--- src/rtl/euler_fetch_ctrl.sv ---
// rtl/euler_fetch_ctrl.sv - fetch-stage sequencer walking an N x N matrix per Euler step.
// Optional EULER_FETCH_CTRL_PERF_EN adds a saturating stall-cycle counter.
module euler_fetch_ctrl #(
  parameter int DIM_W  = 8,
  parameter int STEP_W = 16,
  parameter int RD_LAT = 1
) (
  input  logic              clk,
  input  logic              reset,
  input  logic              start,
  input  logic [DIM_W-1:0]  dim,
  input  logic [STEP_W-1:0] num_steps,
  input  logic              stall,
  output logic              init_start,
  output logic              enable,
  output logic              finished_one_row,
  output logic              final_done,
  output logic [DIM_W-1:0]  row_idx,
  output logic [DIM_W-1:0]  col_idx,
  output logic [STEP_W-1:0] step_idx,
  output logic              data_valid,
  output logic              data_last,
  output logic              busy,
  output logic              done,
  output logic [31:0]       stall_cycles
);

  typedef enum logic [2:0] {IDLE, INIT, FETCH, ROW_END, STEP_END, DONE} state_t;

  state_t            state;
  logic [DIM_W-1:0]  dim_q;
  logic [STEP_W-1:0] steps_q;
  logic              strobe;
  logic              strobe_last;
  logic              last_col;

  assign last_col    = (col_idx == dim_q - DIM_W'(1));
  assign strobe      = (state == FETCH) && !stall;
  assign strobe_last = strobe && last_col;
  // STEP_END also pulses enable so fetch_stage reloads the matrix PC; it is not a fetch.
  assign enable      = strobe || final_done;

  always_ff @(posedge clk or posedge reset) begin
    if (reset) begin
      state            <= IDLE;
      dim_q            <= '0;
      steps_q          <= '0;
      row_idx          <= '0;
      col_idx          <= '0;
      step_idx         <= '0;
      init_start       <= 1'b0;
      finished_one_row <= 1'b0;
      final_done       <= 1'b0;
      done             <= 1'b0;
      busy             <= 1'b0;
    end else begin
      init_start       <= 1'b0;
      finished_one_row <= 1'b0;
      final_done       <= 1'b0;
      done             <= 1'b0;
      case (state)
        IDLE: begin
          if (start) begin
            dim_q    <= dim;
            steps_q  <= num_steps;
            busy     <= 1'b1;
            row_idx  <= '0;
            col_idx  <= '0;
            step_idx <= '0;
            if (dim == '0 || num_steps == '0) begin
              state <= DONE;
              done  <= 1'b1;
            end else begin
              state      <= INIT;
              init_start <= 1'b1;
            end
          end
        end
        INIT: begin
          row_idx  <= '0;
          col_idx  <= '0;
          step_idx <= '0;
          state    <= FETCH;
        end
        FETCH: begin
          if (!stall) begin
            if (last_col) begin
              if (row_idx == dim_q - DIM_W'(1)) begin
                state      <= STEP_END;
                final_done <= 1'b1;
              end else begin
                state            <= ROW_END;
                finished_one_row <= 1'b1;
              end
            end else begin
              col_idx <= col_idx + DIM_W'(1);
            end
          end
        end
        ROW_END: begin
          col_idx <= '0;
          row_idx <= row_idx + DIM_W'(1);
          state   <= FETCH;
        end
        STEP_END: begin
          row_idx <= '0;
          col_idx <= '0;
          if (step_idx == steps_q - STEP_W'(1)) begin
            state <= DONE;
            done  <= 1'b1;
          end else begin
            step_idx <= step_idx + STEP_W'(1);
            state    <= FETCH;
          end
        end
        DONE: begin
          busy  <= 1'b0;
          state <= IDLE;
        end
        default: state <= IDLE;
      endcase
    end
  end

  generate
    if (RD_LAT == 0) begin : g_comb
      assign data_valid = strobe;
      assign data_last  = strobe_last;
    end else begin : g_pipe
      logic [RD_LAT-1:0] valid_q;
      logic [RD_LAT-1:0] last_q;
      always_ff @(posedge clk or posedge reset) begin
        if (reset) begin
          valid_q <= '0;
          last_q  <= '0;
        end else begin
          valid_q[0] <= strobe;
          last_q[0]  <= strobe_last;
          for (int i = 1; i < RD_LAT; i++) begin
            valid_q[i] <= valid_q[i-1];
            last_q[i]  <= last_q[i-1];
          end
        end
      end
      assign data_valid = valid_q[RD_LAT-1];
      assign data_last  = last_q[RD_LAT-1];
    end
  endgenerate

`ifdef EULER_FETCH_CTRL_PERF_EN
  logic [31:0] stall_q;
  always_ff @(posedge clk or posedge reset) begin
    if (reset) begin
      stall_q <= '0;
    end else if (state == IDLE && start) begin
      stall_q <= '0;
    end else if (state == FETCH && stall && stall_q != 32'hFFFF_FFFF) begin
      stall_q <= stall_q + 32'd1;
    end
  end
  assign stall_cycles = stall_q;
`else
  assign stall_cycles = 32'd0;
`endif

endmodule

--- config.mk ---
export PLATFORM = sky130hd
export DESIGN_NAME = euler_fetch_ctrl
export DESIGN_NICKNAME = d
export VERILOG_FILES = /design/src/rtl/euler_fetch_ctrl.sv
export SDC_FILE = /design/constraint.sdc
export NUM_CORES = 1
export LEC_CHECK = 0
export BUFFER_PORTS_ARGS = -buffer_cell sky130_fd_sc_hd__buf_2
export CORE_MARGIN = 8
export CORE_UTILIZATION = 50
export CTS_CLUSTER_DIAMETER = 30
export CTS_CLUSTER_SIZE = 24
export DETAILED_ROUTE_END_ITERATION = 8
export HOLD_SLACK_MARGIN = 0.12
export PLACE_DENSITY = 0.75
export SLEW_MARGIN = 20
export SYNTH_ARGS = -nofsm -noshare
export SYNTH_HDL_FRONTEND = slang
export SYNTH_SLANG_ARGS = --single-unit
--- constraint.sdc ---
create_clock -name clk -period 3.8 [get_ports clk]
set_clock_uncertainty 0.2 [all_clocks]
set_input_delay 0 -clock clk [delete_from_list [all_inputs] [get_ports clk]]
set_output_delay 0 -clock clk [all_outputs]
set_load 0.01 [all_outputs]
* Yosys cells after proc, flatten, opt, wreduce, memory -nomap -nowiden *
Index checks and enable logic that the tools add are counted.

word-level totals
  memories kept = 0
  ROM bits = 0
  word-level logic and storage cells = 84
  output and inout port bits = 72
  input bits = 28
  register bits = 66
  latch bits = 0
  RAM bits = 0

operators by class
  equality and inequality tests = 13
  bitwise logic cells = 0
  magnitude comparators = 0
  reductions and logical operators = 21
  mux-type cells = 32
  add/subtract/negate cells = 5
  shifts and indexed selects = 0
  multiply operators = 0
  divide/modulo/power cells = 0

operator list
  operator                 count
  $pmux W16 S3             1
  $pmux W8 S3              2
  $mux W16                 2
  $mux W8                  3
  $mux W3                  6
  $add A16 B1 Y16 const B  1
  $add A8 B1 Y8 const B    2
  $eq A16 B16 Y1           1
  $eq A8 B8 Y1             2
  $logic_not A16 Y1        1
  $sub A16 B1 Y16 const B  1
  $mux W1                  15
  $pmux W3 S4              1
  $ne A2 B2 Y1 const B     5
  $reduce_bool A3 Y1       3
  $logic_not A8 Y1         1
  $sub A8 B1 Y8 const B    1
  $eq A3 B2 Y1 const B     2
  $eq A3 B3 Y1 const B     2
  $reduce_and A2 Y1        3
  $reduce_and A3 Y1        2
  $pmux W1 S2              2
  $reduce_and A4 Y1        1
  $reduce_or A2 Y1         2
  other kinds (7)          9

* Depth between registers and ports, before layout *
Gate-level depths: netlist (run 1).

  word-level depth = 6
  depth in mapped cells = 12
  mapped depth without buffers = 9

* Worst setup path before layout (run 1) *
Ideal clock, no wire load.

  kind = reg-to-reg
  from = register steps_q[0]
  to = register step_idx[5]
  clock period less this slack = 3.113 ns
  required time = 3.522 ns
  setup time = 0.078 ns
  arrival = 2.835 ns
  path buffers = 2
  cell stages (with the launch flop) = 12
  path slack = 0.687 ns
  cell sequence = dfrtp_1 -> inv_1 -> ha_1 -> buf_2 -> or4b_4 -> or4_4 -> a311oi_2 -> nor4_1 -> o2111a_1 -> buf_6 -> or4_1 -> a21oi_1

on the way
  word-level cells in the longest chain between the ends = 4

ends and longest elaborated chain
  element                      RTL line  RTL
  from (decl)                  32        logic [STEP_W-1:0] steps_q;
  from (signal assigned)       65        steps_q <= num_steps;
  $sub A16 B1 Y16              108       if (step_idx == steps_q - STEP_W'(1)) begin
  $eq A16 B16 Y1               108
  $ne A2 B2 Y1 (no line)       n/a
  $reduce_and A3 Y1 (no line)  n/a
  to (signal assigned)         112       step_idx <= step_idx + STEP_W'(1);
  to (decl)                    20        output logic [STEP_W-1:0] step_idx,

No other way between the ends.
A chain may end at the register's enable or synchronous reset.

* Final worst setup path (run 1) *
  from = register steps_q[0]
  to = register step_idx[8]

Same word-level chain as after synthesis.

==> metrics.txt, run 1 <==
GRT overflow 0; largest net degree at the start of global routing 41; 1st-iter DRT viols 174; Die Ht 110.9 microns; Syn Std Cell Area 0.004499 sq mm; grt peak-use layer met2; share of the yosys chip area belonging to registers 36.71%; Seq pwr share 37.5%; Reg2Reg Launch Point steps_q[0]; met1 GRT Util 23.68%; Adder-Cell Fraction of Synth Area 1.390%; sw frac 42.12%; largest family of logic cells by synthesized area simple AND/OR/NAND/NOR gates; P_leak 2.354 nW; area grow syn2layout 16.24%; total internal power 1.968 mW; residual DRC count 0; antenna violations before repair 0; measured slew at the worst slew-check pin 0.8757 ns; I/O Pins 100; Initial Util 51.59%; Mapped Cells 502; post-synthesis async set-or-reset flop share 100.0%; ant diodes 0; mux contribution to synthesized area 4.978%; count of cell types in the netlist 60; # nets final 612; site row count 34; slew margin rel. 41.54%; vias 4134; Synth Area in Compound Gates 17.46%; Final setup viols 0; critical path class reg2reg; final hold vios 0; clock sink count 66; hold_buf cts 27; final period utilization 91.72%; cts bufs inserted 9; Finished Cell Area 0.005230 sq mm; FF+latch count, synth 66; worst skew pair latency 0.35 ns; TNS Setup 0 ns; Routed Antenna Nets 0; fillers 771; via/cell ratio 5.974; worst-case clock buffer depth 2; CP startpoint kind flip-flop; Synth top area share 36.71%; Fmax 0.2869 GHz; Post-synth EDFFs 0; Placed Area 0.004727 sq mm; core area 0.008721 sq mm; Post-Layout Cell Count 692; routed wire length per instance 17.82 microns; # Post-CTS Setup Buffers 0; share of cells above drive strength 1 20.38%; VDD IR max 0.4238 mV; Placed Cells 649; Max Slew Vio Count 0; flop2flop setup slack 0.31 ns; Mapped Avg Cell Area 8.963 sq um; vias in the first global route 4102; Critical Path RT 3.87 ns; Worst setup EP type flip-flop; Post-Synth Simple-Gate Area 22.83%; CP arrival 3.56 ns; crit path time final 3.485 ns; Critical Path Source steps_q[0]; RSZ-0062 raised after global routing no; GR Util met3 5.682%; Post-Synth XOR/XNOR Area 6.813%; PostCTS Resize Cnt 0; die span in x 110.9 microns; Worst Hold Class in2async; DRT Wirelength 12330 microns; CTS tree done; Placer Congestion 0.8806; Main synth FF type dfrtp_1; Clock power frac 20.9%; CTS clk-pin slew, worst paths 0.07 ns; Detailed Routing Iterations Pass 1 6; met2 Use GR 34.18%; number of port buffers 67; first-pass GRT wire length 20810 microns; Synth area leader dfrtp_1; GRT Overall Usage 20.00%; PD cells 650.1 mW/mm^2; MaxCap Viol Count 0; H-Tree Depth 3; critical path fanouts, max 30; switching power total 1.432 mW; full die area 0.01229 sq mm; Yosys warning count 0; status finished, final reports clean; combinational share of power 41.5%; Detailed Place HPWL 8783 microns; Clock Tree Root clkbuf_8; synth top area cells dfrtp_1, buf_4, mux2_2
layer usage:
| layer | part of all wire (%) | routed length [microns] |
|---|---|---|
| met1 | 41 | 5052 |
| met2 | 50 | 6215 |
| met3 | 6.9 | 847 |
| met4 | 1.7 | 212 |
| met5 | 0 | 0 |
sequential cells by signal, indices dropped and copies added, names as in the netlist:
register and flops:
final_done 1, state 3, data_last 1, data_valid 1, dim_q 8, done 1, col_idx 8, row_idx 8
init_start 1, busy 1, finished_one_row 1, step_idx 16, steps_q 16
layout by cell type, fill, tap and decap left out, types with 10 or more instances in the layout:
master,instances
nand4_1,15
xor2_1,18
o21ai_0,29
dlygate4sd3_1,27
nand2_1,34
nand3_1,14
a21oi_1,24
buf_2,67
nor3_1,13
inv_1,12
or4_1,10
nor4_1,15
or3_1,18
dfrtp_1,66
xnor2_1,17
nor2_1,26
mux2_2,19
conb_1,32
synth_stat cells, drive strengths merged (4+ instances only):
| cell type | count |
|---|---|
| inv | 13 |
| o21ai | 29 |
| or3 | 18 |
| a211oi | 4 |
| a31oi | 5 |
| and3 | 8 |
| nand3 | 14 |
| xnor2 | 17 |
| clkbuf | 22 |
| nor2 | 26 |
| nor3 | 13 |
| or4 | 11 |
| or2 | 4 |
| a21o | 4 |
| nand4 | 15 |
| a21oi | 24 |
| nand2b | 7 |
| dfrtp | 66 |
| buf | 41 |
| xor2 | 18 |
| o311ai | 4 |
| nand2 | 34 |
| nor4 | 15 |
| o211ai | 8 |
| mux2 | 19 |
| ha | 5 |
| o31ai | 7 |
final cells by class:
cell class / count / area [sq um] / area share, %
inverters: 13 / 48.80 / 0.9330
multi-input cells: 391 / 2526 / 48.30
repair buffers: 98 / 635.6 / 12.15
well taps: 108 / 135.1 / 2.584
flip-flops and latches: 66 / 1652 / 31.58
clock inverters: 6 / 105.1 / 2.010
clock buffers: 10 / 127.6 / 2.440
path summary, 6_finish.rpt:
check / end / depth (start not counted)
setup / recovery: step_idx[8] / 10
hold / removal: steps_q[7] / 3
setup reg to reg: step_idx[8] / 10
hold reg to reg: busy / 2
max in group asynchronous: data_valid / 4
min in group clk: dim_q[4] / 4
cells by family (layout without fill, tap and decap cells):
logic type	count (synthesis)	in the layout
muxes	20	20
AOI/OAI and AO/OA	116	116
and+or+nand+nor	183	183
adders and majority gates	5	5
other	1	32
DFF	66	66
buffers and inverters	76	127
xor gates and xnor gates	35	35
stage by stage:
step                      power, mW  utilization (%)  hold WS [ns]  worst slack, ns
after floorplan               2.319                -       -0.1273           0.6865
after global placement        2.596            54.20       0.02138           0.5027
after detailed placement      2.659            54.20       0.03895           0.3643
after CTS                     3.394            59.97        0.2053           0.3553
after global routing          3.647            59.97        0.2368           0.1014
final                         3.400            59.97        0.1912           0.3148
power by group through the flow:
stage | Sequential [mW] | Clock [mW] | Combinational [mW]
2_1_floorplan | 1.10 | 0 | 1.22
3_5_place_dp | 1.28 | 0 | 1.38
3_3_place_gp | 1.26 | 0 | 1.33
4_1_cts | 1.27 | 0.719 | 1.41
6_report | 1.28 | 0.712 | 1.41
5_1_grt | 1.32 | 0.749 | 1.58
worst max-delay path: stages, from the launching register on:
cell and delay [ns]:
dfrtp_1 0.45, inv_1 0.11, ha_1 0.32, or4b_4 0.54, or4_4 0.45, a311oi_2 0.22, nor4_1 0.09, o2111a_1 0.15
buf_4 0.22, or4_1 0.51, a21oi_1 0.14
Note: power is estimated with default switching activity, not from simulation.
==> run 2: changes to the inputs <==
Settings changed: ABC_AREA set to 1, PLACE_DENSITY 0.75 to 0.74.
==> metrics.txt, run 2 <==
# Post-CTS Setup Buffers 0 (unchanged); measured slew at the worst slew-check pin 0.8172 ns (was 0.8757 ns); final hold vios 0 (unchanged); # nets final 851 (was 612); Mapped Cells 724 (was 502); Yosys warning count 0 (unchanged); CTS tree done (unchanged); ant diodes 0 (unchanged); Worst setup EP type flip-flop (unchanged); Initial Util 50.59% (was 51.59%); status finished, final reports clean (unchanged); 1st-iter DRT viols 250 (was 174); critical path cell sequence inv_2, ha_1, inv_1, nand2_1, nand2_1, nor2_1, nand2_1, nor2_1, nand2_1, nor2_1, nand2_1, nor2_2, nand4_4, nand2_4, nand2_1, nand2_1 (was inv_1, ha_1, or4b_4, or4_4, a311oi_2, nor4_1, o2111a_1, buf_4, or4_1, a21oi_1); CP most frequent cell nand2_1; Reg2Reg Launch Point steps_q[0] (unchanged); worst-case clock buffer depth 2 (unchanged); critical path fanouts, max 19 (was 30); H-Tree Depth 3 (unchanged); post-synthesis async set-or-reset flop share 100.0% (unchanged); I/O Pins 100 (unchanged); VDD IR max 0.2883 mV (was 0.4238 mV); Placed Cells 912 (was 649); Synth top area share 34.03% (was 36.71%); CP max stage delay 0.40 ns (was 0.54 ns); total internal power 1.660 mW (was 1.968 mW); via/cell ratio 5.043 (was 5.974); sw frac 48.36% (was 42.12%); Syn Std Cell Area 0.004853 sq mm (was 0.004499 sq mm); CP max stage cell dfrtp_1 (was or4b_4); GRT overflow 0 (unchanged); CTS clk-pin slew, worst paths 0.08 ns (was 0.07 ns); crit path time final 2.600 ns (was 3.485 ns); clock sink count 66 (unchanged); Routed Antenna Nets 0 (unchanged); largest net degree at the start of global routing 51 (was 41); Detailed Place HPWL 9976 microns (was 8783 microns); PD cells 572.6 mW/mm^2 (was 650.1 mW/mm^2); final period utilization 68.43% (was 91.72%); Max Slew Vio Count 0 (unchanged); switching power total 1.554 mW (was 1.432 mW); number of port buffers 67 (unchanged); FF+latch count, synth 66 (unchanged); cts bufs inserted 9 (unchanged); RSZ-0062 raised after global routing no (unchanged); Critical Path RT 3.89 ns (was 3.87 ns); top-count cell post-synth nand2_1 (was dfrtp_1); combinational share of power 50.0% (was 41.5%); Top Registers step_idx x16, steps_q x16 (unchanged); Commonest cells post-synth nand2_1, inv_1, nor2_1, dfrtp_1, nand3_1 (was dfrtp_1, nand2_1, buf_4, o21ai_0, nor2_1); Final setup viols 0 (unchanged); die span in x 114.5 microns (was 110.9 microns); Mapped Avg Cell Area 6.704 sq um (was 8.963 sq um); core area 0.009594 sq mm (was 0.008721 sq mm); routed wire length per instance 13.94 microns (was 17.82 microns); count of cell types in the netlist 39 (was 60); CP arrival 2.69 ns (was 3.56 ns); worst skew pair latency 0.35 ns (about the same); most common cell after layout, fill and taps aside nand2_1 (was buf_2); GRT Overall Usage 21.05% (was 20.00%); Main synth FF type dfrtp_1 (unchanged); utilization after layout 58.50% (was 59.97%); critical path class reg2reg (unchanged); TNS Setup 0 ns (unchanged); Critical Path Source steps_q[0] (unchanged); share of the yosys chip area belonging to registers 34.03% (was 36.71%); vias in the first global route 4787 (was 4102); Post-synth EDFFs 0 (unchanged); Synth area leader dfrtp_1 (unchanged); Worst Hold Class in2async (unchanged); residual DRC count 0 (unchanged); hold_buf cts 28 (was 27); full die area 0.01312 sq mm (was 0.01229 sq mm); antenna violations before repair 0 (unchanged); area grow syn2layout 15.65% (was 16.24%); P_leak 3.033 nW (was 2.354 nW); vias 4816 (was 4134); site row count 36 (was 34); MaxCap Viol Count 0 (unchanged); Clock Tree Root clkbuf_8 (unchanged); first-pass GRT wire length 22150 microns (was 20810 microns); share of cells above drive strength 1 14.72% (was 20.38%); Placer Congestion 0.9068 (was 0.8806); most frequent cells in the layout nand2_1, inv_1, nor2_1 (was buf_2, dfrtp_1, nand2_1); Clock power frac 16.7% (was 20.9%); slew margin rel. 45.46% (was 41.54%); PostCTS Resize Cnt 0 (unchanged); CP startpoint kind flip-flop (unchanged); DRT Wirelength 13310 microns (was 12330 microns); Seq pwr share 33.3% (was 37.5%); Die Ht 114.5 microns (was 110.9 microns); Detailed Routing Iterations Pass 1 5 (was 6); fillers 897 (was 771); Fmax 0.3846 GHz (was 0.2869 GHz); synth top area cells dfrtp_1, nand2_1, inv_1 (was dfrtp_1, buf_4, mux2_2); Post-Layout Cell Count 955 (was 692); R2R cell count 16 (was 10)
-- run 2: final cells by class --
type,instances,area [sq um],share of cell area [%]
timing repair buffer,98,638.1,11.37
inverter,95,357.8,6.375
clock buffer,12,155.1,2.764
tap,133,166.4,2.965
clock inverter,3,15.01,0.2675
sequential,66,1652,29.42
multi-input combinational,548,2629,46.83
-- run 2: power by group through the flow --
| stage | registers, mW | clock network (mW) | logic [mW] |
|---|---|---|---|
| after floorplan | 1.03 | 0 | 1.32 |
| after global placement | 1.07 | 0 | 1.52 |
| after detailed placement | 1.08 | 0 | 1.57 |
| after CTS | 1.07 | 0.546 | 1.60 |
| after global routing | 1.10 | 0.576 | 1.83 |
| final | 1.07 | 0.537 | 1.61 |
-- run 2: worst max-delay path, delay by kind of cell (launching register included) --
kind / cells / cell delay (ns)
adder cells (fa/ha/maj): 1 / 0.30
buffers and inverters: 2 / 0.12
flip-flops: 1 / 0.40
AND/OR/NAND/NOR: 13 / 1.51
-- run 2: through the flow --
| stage | power [mW] | setup slack [ns] | area, sq um | hold slack, ns |
|---|---|---|---|---|
| after global routing | 3.503 | 0.9742 | 5613 | 0.2228 |
| after CTS | 3.210 | 1.203 | 5612 | 0.2079 |
| after global placement | 2.590 | 1.345 | 5161 | 0.02336 |
| final | 3.214 | 1.200 | 5613 | 0.1400 |
| after floorplan | 2.349 | 1.594 | 4970 | -0.1270 |
| after detailed placement | 2.650 | 1.234 | 5161 | 0.02556 |
-- run 2: cells by family (layout without fill, tap and decap cells) --
group | after synthesis | count (layout) | share of synthesized area, %
and+or+nand+nor | 427 | 427 | 39.24
buffers and inverters | 141 | 208 | 14.20
DFF | 66 | 66 | 34.03
AOI/OAI and AO/OA | 58 | 58 | 6.187
xor gates and xnor gates | 26 | 26 | 4.975
adders and majority gates | 5 | 5 | 1.289
other | 1 | 32 | 0.07727
-- run 2: routing by layer --
layer | global-route usage [%] | share of wire (%)
met5 | 0 | 0
met4 | 13.49 | 4.4
met3 | 3.797 | 6.2
met2 | 37.44 | 50
met1 | 22.50 | 39
-- run 2: path summary, 6_finish.rpt --
check / to / slack [ns]
min: steps_q[14] / 0.14
min in group clk: data_valid / 0.21
max in group asynchronous: step_idx[14] / 2.50
max reg2reg: step_idx[9] / 1.20
min reg2reg: steps_q[14] / 0.34
max: step_idx[9] / 1.20
==> run 3: changes to the inputs <==
Clock period 3.8 ns to 2.7 ns, I/O delays scaled along.
==> metrics.txt, run 3 (synthesis results as in run 2) <==
status finished, final reports clean (unchanged); site row count 36 (unchanged); Initial Util 50.59% (unchanged); CP max stage cell dfrtp_1 (unchanged); Max Slew Vio Count 0 (unchanged); Crit Reg-Reg Endpoint step_idx[8] (was step_idx[9]); CP arrival 2.48 ns (was 2.69 ns); TNS Setup 0 ns (unchanged); most common cell after layout, fill and taps aside nand2_1 (unchanged); Routed Antenna Nets 0 (unchanged); antenna violations before repair 0 (unchanged); Finished Cell Area 0.005748 sq mm (was 0.005613 sq mm); fillers 916 (was 897); residual DRC count 0 (unchanged); Critical Path RT 2.75 ns (was 3.89 ns); Top Registers step_idx x16, steps_q x16 (unchanged); Die Ht 114.5 microns (unchanged); critical path class reg2reg (unchanged); # nets final 862 (was 851); CP endpoint step_idx[8] (was step_idx[9]); Final setup viols 0 (unchanged); Worst setup EP type flip-flop (unchanged); GRT Overall Usage 21.73% (was 21.05%); DRT Wirelength 13700 microns (was 13310 microns); hold slack 0.1944 ns (was 0.1400 ns); Placed Area 0.005191 sq mm (was 0.005161 sq mm); vias in the first global route 4870 (was 4787); I/O Pins 100 (unchanged); CP startpoint kind flip-flop (unchanged); slew margin rel. 54.14% (was 45.46%); core area 0.009594 sq mm (unchanged); CP most frequent cell nand2_1 (unchanged); critical path fanouts, max 11 (was 19); CTS clk-pin slew, worst paths 0.08 ns (about the same); most frequent cells in the layout nand2_1, inv_1, nor2_1 (unchanged); worst-case clock buffer depth 2 (unchanged); share of cells above drive strength 1 15.59% (was 14.72%); Reg2Reg Launch Point steps_q[0] (unchanged); R2R cell count 16 (unchanged); die span in x 114.5 microns (unchanged); measured slew at the worst slew-check pin 0.6869 ns (was 0.8172 ns); Detailed Routing Iterations Pass 1 4 (was 5); CP max stage delay 0.41 ns (was 0.40 ns); clock sink count 66 (unchanged); GRT overflow 0 (unchanged); vias 4881 (was 4816); ant diodes 0 (unchanged); cts bufs inserted 9 (unchanged); P_leak 3.106 nW (was 3.033 nW); flop2flop setup slack 0.27 ns (was 1.20 ns); first-pass GRT wire length 22650 microns (was 22150 microns); 1st-iter DRT viols 302 (was 250); CTS tree done (unchanged); RSZ-0062 raised after global routing no (unchanged); full die area 0.01312 sq mm (unchanged); final period utilization 90.01% (was 68.43%); routed wire length per instance 14.17 microns (was 13.94 microns); Worst Hold Class in2reg (was in2async); worst skew pair latency 0.36 ns (was 0.35 ns); Place WS 0.2087 ns (was 1.234 ns); Fmax 0.4115 GHz (was 0.3846 GHz); Clock Tree Root clkbuf_8 (unchanged); critical path cell sequence inv_2, ha_1, inv_1, nand2_1, nand2_1, nor2_1, nand2_1, nor2_1, nand2_1, nor2_1, nand2_1, nor2_2, nand4_4, buf_4, nand3_1, nand2_2 (was inv_2, ha_1, inv_1, nand2_1, nand2_1, nor2_1, nand2_1, nor2_1, nand2_1, nor2_1, nand2_1, nor2_2, nand4_4, nand2_4, nand2_1, nand2_1); Critical Path Source steps_q[0] (unchanged); utilization after layout 59.91% (was 58.50%); largest net degree at the start of global routing 51 (unchanged); Setup WS post-layout 0.2698 ns (was 1.200 ns); crit path time final 2.430 ns (was 2.600 ns); PD cells 813.0 mW/mm^2 (was 572.6 mW/mm^2); number of port buffers 67 (unchanged); Detailed Place HPWL 10190 microns (was 9976 microns); area grow syn2layout 18.43% (was 15.65%); Placer Congestion 0.9234 (was 0.9068); via/cell ratio 5.048 (was 5.043); VDD IR max 0.3980 mV (was 0.2883 mV); H-Tree Depth 3 (unchanged); MaxCap Viol Count 0 (unchanged); final hold vios 0 (unchanged)
==> run 3: worst max-delay path: cells and delay by family (launching register included) <==
kind,cells,cell delay [ns]
simple gates,12,1.05
flops,1,0.41
buf+inv,3,0.37
fa+ha+maj,1,0.30
==> run 3: layer usage <==
metal | vias up | track usage [%] | share of wire, %
li1 | 2426 | - | -
met1 | 2245 | 23.99 | 40
met2 | 164 | 38.85 | 50
met3 | 46 | 3.534 | 5.7
met4 | 0 | 11.98 | 4.0
met5 | - | 0 | 0
==> run 3: worst min-delay path by stage <==
stage / start / end / slack [ns] / depth (start not counted)
floorplan: stall / data_valid / -0.13 / 1
global placement: reset / init_start / -0.06 / 2
detailed placement: reset / init_start / -0.05 / 2
CTS: stall / data_valid / 0.19 / 3
global route: stall / data_valid / 0.24 / 3
finish: stall / data_valid / 0.19 / 3
==> run 3: power breakdown <==
group          internal, mW  switching [mW]  leakage [nW]
registers              1.21           0.304         0.859
logic                 0.784            1.52          2.14
clock network         0.449           0.407         0.103
total                  2.45            2.23          3.11
==> run 3: final cells by class <==
type	count	area, sq um	share of cell area, %
Sequential cell	66	1652	28.73
Timing Repair Buffer	109	733.2	12.76
Clock buffer	11	141.4	2.460
Inverter	95	356.6	6.204
Clock inverter	5	53.80	0.9360
Multi-Input combinational cell	548	2645	46.02
Tap cell	133	166.4	2.895
==> run 3: stage by stage <==
stage                     cells  total power, mW
after floorplan             755            3.306
after global placement      916            3.657
after detailed placement    916            3.728
after CTS                   965            4.642
after global routing        967            5.081
final                       967            4.673
==> run 3: repair_timing <==
action                                  in CTS  in global routing
endpoints found under the setup margin       0                 16
resized for setup                            0                  3
hold buffers                                33                  0
setup buffers                                0                  2
hold endpoints to repair                    85                  0
